--- src/rtl/fetch_ctrl_pkg.sv ---
`default_nettype none
// ============================================================================
//  Module   : fetch_ctrl_pkg
//  Purpose  : Shared types and constants for the fetch-stage sequencing
//             controller: word width, PC increment, FSM state encodings and
//             next-PC source identifiers.
//  Revision : 1.0 - initial release
// ============================================================================
package fetch_ctrl_pkg;

   localparam int          WORD_WIDTH = 32;
   localparam logic [31:0] PC_INC     = 32'd4;

   // Controller state; encodings are fixed so they can be matched in traces.
   typedef enum logic [1:0] {
      FC_LOAD  = 2'd0,
      FC_START = 2'd1,
      FC_RUN   = 2'd2,
      FC_HALT  = 2'd3
   } fc_state_t;

   // Which next-PC source won arbitration in the current RUN cycle.
   typedef enum logic [1:0] {
      SRC_HALT     = 2'd0,
      SRC_REDIRECT = 2'd1,
      SRC_STALL    = 2'd2,
      SRC_SEQ      = 2'd3
   } npc_src_t;

endpackage
`default_nettype wire

--- src/rtl/fetch_ctrl_if.sv ---
`default_nettype none
// ============================================================================
//  Module   : fetch_ctrl_if
//  Purpose  : Boot-load stream and instruction-memory write port of the
//             fetch controller.
//  Ports    : load_valid/load_data/load_last -> boot word stream
//             load_ready                     <- controller accepts a word
//             imem_we/imem_waddr/imem_wdata  <- instruction-memory write
//  Modports : master = boot source / memory side, slave = controller
//  Revision : 1.0 - initial release
// ============================================================================
interface fetch_ctrl_if #(
   parameter int IMEM_DEPTH = 1024
) ();
   localparam int AW = $clog2(IMEM_DEPTH);

   logic          load_valid;
   logic [31:0]   load_data;
   logic          load_last;
   logic          load_ready;
   logic          imem_we;
   logic [AW-1:0] imem_waddr;
   logic [31:0]   imem_wdata;

   modport master (
      output load_valid, load_data, load_last,
      input  load_ready, imem_we, imem_waddr, imem_wdata
   );

   modport slave (
      input  load_valid, load_data, load_last,
      output load_ready, imem_we, imem_waddr, imem_wdata
   );

endinterface
`default_nettype wire

--- src/rtl/fetch_ctrl_npc_select.sv ---
`default_nettype none
// ============================================================================
//  Module   : fetch_ctrl_npc_select
//  Purpose  : Combinational next-PC priority mux used while the controller
//             is running: halt > redirect > hazard stall > sequential.
//  Ports    : pcF, stall_hazard, redirect_valid, redirect_pc, halt_req (in)
//             npc, stallF, flushD, src (out; src names the winning source)
//  Revision : 1.0 - initial release
// ============================================================================
module fetch_ctrl_npc_select
   import fetch_ctrl_pkg::*;
(
   input  logic [WORD_WIDTH-1:0] pcF,
   input  logic                  stall_hazard,
   input  logic                  redirect_valid,
   input  logic [WORD_WIDTH-1:0] redirect_pc,
   input  logic                  halt_req,
   output logic [WORD_WIDTH-1:0] npc,
   output logic                  stallF,
   output logic                  flushD,
   output npc_src_t              src
);

   logic [WORD_WIDTH-1:0] pc_seq;
   logic                  unused_align;

   // 32-bit modulo add: the top word address wraps to 0.
   assign pc_seq       = pcF + PC_INC;
   // Redirect targets are forced word-aligned, so the low bits are dropped.
   assign unused_align = &redirect_pc[1:0];

   always_comb begin
      src    = SRC_SEQ;
      npc    = pc_seq;
      stallF = 1'b0;
      flushD = 1'b0;
      if (halt_req) begin
         src    = SRC_HALT;
         stallF = 1'b1;
         flushD = 1'b1;
      end else if (redirect_valid) begin
         // Redirect beats a simultaneous hazard stall: the stalled
         // instruction is on the wrong path and is flushed anyway.
         src    = SRC_REDIRECT;
         npc    = {redirect_pc[WORD_WIDTH-1:2], 2'b00};
         flushD = 1'b1;
      end else if (stall_hazard) begin
         src    = SRC_STALL;
         stallF = 1'b1;
      end
   end

endmodule
`default_nettype wire

--- src/rtl/fetch_ctrl.sv ---
`default_nettype none
// ============================================================================
//  Module   : fetch_ctrl
//  Purpose  : Fetch-stage sequencing controller. Loads a boot program into
//             instruction memory after reset, releases fetch at RESET_PC,
//             then arbitrates next-PC sources until halted.
//  Ports    : clk, rst (async, active-low)
//             boot  : fetch_ctrl_if.slave (boot stream + imem write port)
//             pcF, stall_hazard, redirect_valid, redirect_pc, halt_req (in)
//             stallF, npc, flushD, running (out)
//             stall_cycles, redirect_count (out, performance counters)
//  Config   : FETCH_CTRL_PERF_EN - build saturating performance counters;
//             when undefined the counter ports are tied to 0.
//  Revision : 1.0 - initial release
// ============================================================================
module fetch_ctrl
   import fetch_ctrl_pkg::*;
#(
   parameter logic [31:0] RESET_PC   = 32'h0000_0000,
   parameter int          IMEM_DEPTH = 1024,
   parameter int          CNT_W      = 16
) (
   input  logic                  clk,
   input  logic                  rst,
   fetch_ctrl_if.slave           boot,
   input  logic [WORD_WIDTH-1:0] pcF,
   input  logic                  stall_hazard,
   input  logic                  redirect_valid,
   input  logic [WORD_WIDTH-1:0] redirect_pc,
   input  logic                  halt_req,
   output logic                  stallF,
   output logic [WORD_WIDTH-1:0] npc,
   output logic                  flushD,
   output logic                  running,
   output logic [CNT_W-1:0]      stall_cycles,
   output logic [CNT_W-1:0]      redirect_count
);

   localparam int          AW        = $clog2(IMEM_DEPTH);
   localparam logic [AW-1:0] LAST_ADDR = AW'(IMEM_DEPTH - 1);

   fc_state_t             state;
   logic [AW-1:0]         wcnt;
   logic                  load_ready;
   logic                  beat;
   logic [WORD_WIDTH-1:0] sel_npc;
   logic                  sel_stallF;
   logic                  sel_flushD;
   npc_src_t              src;

   fetch_ctrl_npc_select u_npc_select (
      .pcF            (pcF),
      .stall_hazard   (stall_hazard),
      .redirect_valid (redirect_valid),
      .redirect_pc    (redirect_pc),
      .halt_req       (halt_req),
      .npc            (sel_npc),
      .stallF         (sel_stallF),
      .flushD         (sel_flushD),
      .src            (src)
   );

   assign load_ready = (state == FC_LOAD);
   assign beat       = boot.load_valid && load_ready;

   always_ff @(posedge clk or negedge rst) begin
      if (!rst) begin
         state <= FC_LOAD;
         wcnt  <= '0;
      end else begin
         case (state)
            FC_LOAD: begin
               if (beat) begin
                  wcnt <= wcnt + AW'(1);
                  // The beat at the last address ends the load even without
                  // load_last, so the counter never wraps onto word 0.
                  if (boot.load_last || (wcnt == LAST_ADDR)) begin
                     state <= FC_START;
                  end
               end
            end
            FC_START: state <= FC_RUN;
            FC_RUN: begin
               if (src == SRC_HALT) begin
                  state <= FC_HALT;
               end
            end
            FC_HALT: state <= FC_HALT;
            default: state <= FC_HALT;
         endcase
      end
   end

   // Write is issued in the handshake cycle itself.
   assign boot.load_ready = load_ready;
   assign boot.imem_we    = beat;
   assign boot.imem_waddr = wcnt;
   assign boot.imem_wdata = boot.load_data;

   always_comb begin
      stallF  = 1'b1;
      npc     = RESET_PC;
      flushD  = 1'b1;
      running = 1'b0;
      case (state)
         FC_START: stallF = 1'b0;   // PC takes RESET_PC on the next edge
         FC_RUN: begin
            running = 1'b1;
            stallF  = sel_stallF;
            npc     = sel_npc;
            flushD  = sel_flushD;
         end
         default: ;                 // LOAD and HALT keep fetch frozen
      endcase
   end

`ifdef FETCH_CTRL_PERF_EN
   logic [CNT_W-1:0] stall_cnt;
   logic [CNT_W-1:0] redir_cnt;

   always_ff @(posedge clk or negedge rst) begin
      if (!rst) begin
         stall_cnt <= '0;
         redir_cnt <= '0;
      end else if (state == FC_RUN) begin
         if ((src == SRC_STALL) && (stall_cnt != {CNT_W{1'b1}})) begin
            stall_cnt <= stall_cnt + CNT_W'(1);
         end
         if ((src == SRC_REDIRECT) && (redir_cnt != {CNT_W{1'b1}})) begin
            redir_cnt <= redir_cnt + CNT_W'(1);
         end
      end
   end

   assign stall_cycles   = stall_cnt;
   assign redirect_count = redir_cnt;
`else
   assign stall_cycles   = '0;
   assign redirect_count = '0;
`endif

endmodule
`default_nettype wire
--- src/flat_wrapper.sv ---
// flat-port wrapper written by rule: the top's interface ports become plain ports
module fetch_ctrl_flat import fetch_ctrl_pkg::*;
#(
   parameter logic [31:0] RESET_PC   = 32'h0000_0000,
   parameter int          IMEM_DEPTH = 1024,
   parameter int          CNT_W      = 16
)
  (clk, rst, pcF, stall_hazard, redirect_valid, redirect_pc, halt_req, stallF, npc, flushD, running, stall_cycles, redirect_count, boot_load_valid, boot_load_data, boot_load_last, boot_load_ready, boot_imem_we, boot_imem_waddr, boot_imem_wdata);
  fetch_ctrl_if #(.IMEM_DEPTH(IMEM_DEPTH)) boot_i ();
  input  logic clk;
  input  logic rst;
  input  logic [WORD_WIDTH-1:0] pcF;
  input  logic stall_hazard;
  input  logic redirect_valid;
  input  logic [WORD_WIDTH-1:0] redirect_pc;
  input  logic halt_req;
  output logic stallF;
  output logic [WORD_WIDTH-1:0] npc;
  output logic flushD;
  output logic running;
  output logic [CNT_W-1:0] stall_cycles;
  output logic [CNT_W-1:0] redirect_count;
  input wire logic [$bits(boot_i.load_valid)-1:0] boot_load_valid;
  input wire logic [$bits(boot_i.load_data)-1:0] boot_load_data;
  input wire logic [$bits(boot_i.load_last)-1:0] boot_load_last;
  output wire logic [$bits(boot_i.load_ready)-1:0] boot_load_ready;
  output wire logic [$bits(boot_i.imem_we)-1:0] boot_imem_we;
  output wire logic [$bits(boot_i.imem_waddr)-1:0] boot_imem_waddr;
  output wire logic [$bits(boot_i.imem_wdata)-1:0] boot_imem_wdata;
  assign boot_i.load_valid = boot_load_valid;
  assign boot_i.load_data = boot_load_data;
  assign boot_i.load_last = boot_load_last;
  assign boot_load_ready = boot_i.load_ready;
  assign boot_imem_we = boot_i.imem_we;
  assign boot_imem_waddr = boot_i.imem_waddr;
  assign boot_imem_wdata = boot_i.imem_wdata;
  fetch_ctrl #(.RESET_PC(RESET_PC), .IMEM_DEPTH(IMEM_DEPTH), .CNT_W(CNT_W)) u_core (.clk(clk), .rst(rst), .boot(boot_i), .pcF(pcF), .stall_hazard(stall_hazard), .redirect_valid(redirect_valid), .redirect_pc(redirect_pc), .halt_req(halt_req), .stallF(stallF), .npc(npc), .flushD(flushD), .running(running), .stall_cycles(stall_cycles), .redirect_count(redirect_count));
endmodule
--- config.mk ---
export PLATFORM = sky130hd
export DESIGN_NAME = fetch_ctrl_flat
export DESIGN_NICKNAME = d
export VERILOG_FILES = /design/src/rtl/fetch_ctrl_pkg.sv /design/src/rtl/fetch_ctrl_if.sv /design/src/rtl/fetch_ctrl_npc_select.sv /design/src/rtl/fetch_ctrl.sv /design/src/flat_wrapper.sv
export SDC_FILE = /design/constraint.sdc
export NUM_CORES = 1
export LEC_CHECK = 0
export ABC_AREA = 1
export CAP_MARGIN = 20
export CORE_MARGIN = 3
export CORE_UTILIZATION = 35
export DETAILED_ROUTE_END_ITERATION = 7
export PLACE_DENSITY_LB_ADDON = 0.08
export RECOVER_POWER = 50
export SYNTH_ARGS = -nofsm -noshare
export SYNTH_HDL_FRONTEND = slang
export SYNTH_HIERARCHICAL = 1
export SYNTH_SLANG_ARGS = --single-unit
--- constraint.sdc ---
create_clock -name clk -period 2 [get_ports clk]
set_input_delay 0.4 -clock clk [delete_from_list [all_inputs] [get_ports clk]]
set_output_delay 0.4 -clock clk [all_outputs]
set_load 0.02 [all_outputs]
* Word level (Yosys, flattened, before mapping) *
Index checks and enable logic that the tools add are counted.

cells by class
  $add $sub $neg = 2
  mux-type cells = 18
  reductions and logical operators = 6
  equal/unequal tests = 7

operator list
  cell                     number
  $mux W32                 3
  $add A32 B3 Y32 const B  1
  $add A10 B1 Y10 const B  1
  $eq A10 B10 Y1 const B   1
  $mux W2                  5
  $mux W1                  8
  $pmux W2 S4              1
  $eq A2 B2 Y1 const B     2
  $logic_not A2 Y1         2
  $ne A2 B2 Y1 const B     2
  $reduce_and A3 Y1        1
  $eq A2 B1 Y1 const B     1
  $ne A2 B1 Y1 const B     1
  $pmux W1 S2              1
  $reduce_and A2 Y1        1
  $logic_and A1 B1 Y1      1
  $logic_or A1 B1 Y1       1

storage, ports and cells
  output and inout bits = 111
  register bits = 12
  word-level logic and storage cells = 35
  input port bits = 103

* Longest topological paths before layout *
Gate-level depths: netlist of run 1.

  word-level depth = 6
  gate-level depth with buffers = 12
  depth with buffers taken out = 12

* Modules after synthesis *
The synthesis of run 1 kept the hierarchy.

modules (own cells, without submodules)
  module                 seq. area each (sq um)  area each (sq um)  cells each  times used
  fetch_ctrl             300.3                   1,421.4            221         1
  fetch_ctrl_npc_select  0.0                     1,418.9            306         1

* Worst setup path after synthesis of run 1 *
No wires, ideal clock.

  path type = input to output
  start point = input pcF[2]
  end point = output npc[20]
  cell stages on the path = 11
  data arrival time = 1.589 ns
  setup slack = 0.011 ns
  data required time = 1.600 ns
  path buffers = 0
  cell sequence = ha_1 -> inv_1 -> nor2_2 -> nand2_2 -> nor2_4 -> nand2_2 -> nand2_1 -> nand2_1 -> o21ai_1 -> inv_1 -> nor2_1

on the way
  cells in the longest elaborated chain, start to end = 4

ends and longest elaborated chain
  element                 RTL line                     text
  start: declaration      flat_wrapper.sv:12           input logic [WORD_WIDTH-1:0] pcF;
  $add A32 B3 Y32 *       fetch_ctrl_npc_select.sv:28  assign pc_seq = pcF + PC_INC;
  $mux W32                fetch_ctrl_npc_select.sv:41  end else if (redirect_valid) begin
  $mux W32 *              fetch_ctrl_npc_select.sv:37  if (halt_req) begin
  via u_core.sel_npc[20]  fetch_ctrl.sv:46             logic [WORD_WIDTH-1:0] sel_npc;
  $mux W32 *              fetch_ctrl.sv:105            case (state)
  end: declaration        flat_wrapper.sv:18           output logic [WORD_WIDTH-1:0] npc;

Mark *: on every way through the listed nets, which the timed path passes. The rest lies on a longest branch.

* Worst setup path after layout of run 1 *
Same ends and word-level chain as after synthesis.

==> results of run 1 <==
[through the flow]
stage                      util  setup TNS, ps  cell area (um2)  std cells
after floorplan               -              0             2960        558
after global placement    0.532         -27920             4150        757
after detailed placement  0.532         -28550             4150        757
after CTS                 0.566           -196             4420        768
after global routing      0.592          -1810             4620        770
final                     0.592          -62.8             4620        770
[how the worst max path moves through the flow]
stage               startpoint  endpoint  slack (ps)  depth (start not counted)
global route            pcF[2]   npc[20]        -140                         13
global placement        pcF[2]   npc[20]       -1010                         13
CTS                     pcF[3]   npc[21]         -80                         13
detailed placement      pcF[2]   npc[20]       -1060                         13
finish                  pcF[2]   npc[20]         -30                         13
floorplan               pcF[2]   npc[20]          10                         11
[power by group through the flow]
stage	Combinational [mW]	Clock [mW]	Sequential, mW
6_report	0.688	0.273	0.295
2_1_floorplan	0.400	0	0.323
3_3_place_gp	0.591	0	0.298
5_1_grt	0.753	0.293	0.301
3_5_place_dp	0.595	0	0.299
4_1_cts	0.648	0.278	0.296
[flip-flops by register name (all words and copies together) (netlist names)]
signal                  flops
u_core/state                2
u_core/boot.imem_waddr     10
[cells in the final DEF (no fill, tap or decap), types with 13 or more instances in the layout]
master	n
nand2_4	15
buf_4	82
nand3_2	13
clkdlybuf4s50_1	47
nand2_2	25
buf_2	14
nand3_1	23
nor2_4	26
nor2_2	18
buf_6	14
inv_1	90
nor2_1	58
nand2_1	100
conb_1	32
[critical path: stages]
cell and delay, ps:
buf_8 80, ha_4 170, inv_4 50, nor2_4 110
nand2_4 110, nor2_4 130, nand2_2 60, nand2_1 60
nand2_1 40, o21ai_1 120, inv_1 50, nor2_1 90
buf_4 150
[repair_timing]
action                     in CTS  in global routing
resized for setup             323                 98
gates cloned                    2                  0
pin swaps                      41                 60
setup endpoints to repair      36                 30
buffers inserted                5                  2
[per-layer routing]
layer / part of all wire / vias up / wire (um) / track usage
met5: 0 / - / 0 / 0
met4: 0.011 / 0 / 104 / 0.0474
met3: 0.064 / 24 / 615 / 0.0274
met2: 0.50 / 107 / 4810 / 0.358
met1: 0.42 / 1552 / 4060 / 0.248
li1: - / 1751 / - / -
[cells by family (layout without fill, tap and decap cells)]
family | Yosys count | after routing | share of synthesized area
compound gates | 29 | 29 | 0.0551
xor+xnor | 9 | 9 | 0.0278
fa+ha+maj | 2 | 2 | 0.00881
buf+inv | 174 | 284 | 0.317
flops | 12 | 12 | 0.106
other cells | 1 | 32 | 0.00132
simple gates | 300 | 300 | 0.484
[cell type report]
cell class / instances / area share
tap: 102 / 0.0276
clock buffer: 4 / 0.0119
timing repair buffer: 179 / 0.343
inverter: 101 / 0.0837
sequential: 12 / 0.0650
multi-input combinational: 372 / 0.469
==> out/qor.csv, run 1 <==
metric;value;unit
outcome;complete, but fails checks;
violated checks;negative setup slack;
1st-iter DRT viols;125;
Leakage;2.47;nW
HPWL after DPL;7210;um
number of max-slew violations in the final report;0;
clock tree from TritonCTS;built;
worst setup margin;-31.7;ps
minimum clock period after layout;2030;ps
max-capacitance violation count;0;
die extent in y;96.1;um
setup violation total in the final timing report;2;
count of input and output buffers;115;
area leader, netlist;nand2_1;
vias after detailed routing;3434;
antenna-violating nets left;0;
Crit. End Element;output pin;
Worst-Skew Late Latency;240;ps
Switch Pwr;0.493;mW
final number of hold-violating endpoints;0;
number of nets in the layout;774;
Clock Sink Count;12;
Die Outline Area;9230;um2
area inside the core boundary;7810;um2
sw frac;0.393;
launching point of the worst reg2reg path;u_core/state[1];
required time of the critical path;1600;ps
number of hold buffers added after cts;0;
Seq cells post-synth;12;
fraction of synthesized cell area taken by the top area cell type;0.173;
unrepaired setup endpoints after global routing;yes;
synth warn;6;
ratio of final minimum period to clock period;1.02;
internal power;0.763;mW
final weighted congestion in routability-driven placement;0.890;
DRT Pass-1 Iters;4;
hold depth;2;
worst reg2reg path depth;8;
Routed WL;9590;um
DRC Markers;0;
list of most frequent post-synthesis cells;nand2_1, inv_1, nor2_1;
actual transition at the worst max-transition pin;584;ps
storage element area;300;um2
fraction of synthesis flops using an asynchronous set or reset pin;1.00;
standard-cell row count;32;
worst reg2reg path endpoint;u_core/boot.imem_waddr[9];
Worst Hold Path EP;u_core/boot.imem_waddr[9];
clock tree buffer depth;2;
clock transition at the registers of the reported paths;60;ps
Hold Path Class;register to register;
CTS Root Buffer Type;clkbuf_8;
post-route worst hold slack;524;ps
power density normalized to cell area;272;nW/um2
gr usage total;0.199;
combinational fraction of design power;0.548;
post-synthesis cell area;2840;um2
register share of total power;0.235;
n_diodes;0;
IR drop worst, VDD;0.496;mV
per-cell routed wire length;12.5;um
vias in the first global route;3108;
maximum frequency from static timing analysis;492;MHz
CP Launch Type;input port;
proportion of power drawn by the clock network;0.217;
Worst slew margin;0.609;
critical path start-end classification;input port to output pin;
Worst R2R Setup Slack;630;ps
Max Clock Skew;1.15;ps
initial core utilization;0.364;
main area contributors after synthesis;nand2_1, buf_4, inv_1;
Primary FF master, synth;dfrtp_1;
number of enable-type register cells in the synthesized netlist;0;
Inserted Clock Buffers;3;
area of the multi-input gates;2170;um2
critical-path maximum fanout;5;
via count normalized by instance count;4.46;
synth-to-layout area growth;62.6;%
first-pass GRT wire length;14800;um
fill cell instance count of the final layout;793;
data arrival time of the critical path;1630;ps
most frequent cell after synthesis;nand2_1;
worst setup timing slack at the placement stage;-1060;ps
fraction of final layout cells sized beyond drive strength 1;0.377;
overall overflow remaining after global route;0;
pin count of the biggest net entering global routing;21;
Seq/Total Area, Yosys;0.106;
Die Span X;96.1;um
Worst Hold Launch;u_core/boot.imem_waddr[9];
initial antenna violation count;0;
CTS H-Tree Depth;1;
mean instance size in the synthesized netlist;5.39;um2
cell count after synthesis;527;
number of different library cells in the post-synthesis netlist;32;
total I/O pin count;214;
post-route total power;1.26;mW
No activity file was read; power rests on OpenSTA's default activity.
==> run 2, diff against run 1 <==
--- a/config.mk
+++ b/config.mk
@@ -9,6 +9,7 @@
 export CAP_MARGIN = 20
 export CORE_MARGIN = 3
 export CORE_UTILIZATION = 35
+export CTS_CLUSTER_SIZE = 20
 export DETAILED_ROUTE_END_ITERATION = 7
 export PLACE_DENSITY_LB_ADDON = 0.08
 export RECOVER_POWER = 50
==> results of run 2 <==
The final DEF is identical to that of run 1; final timing and power are the same.
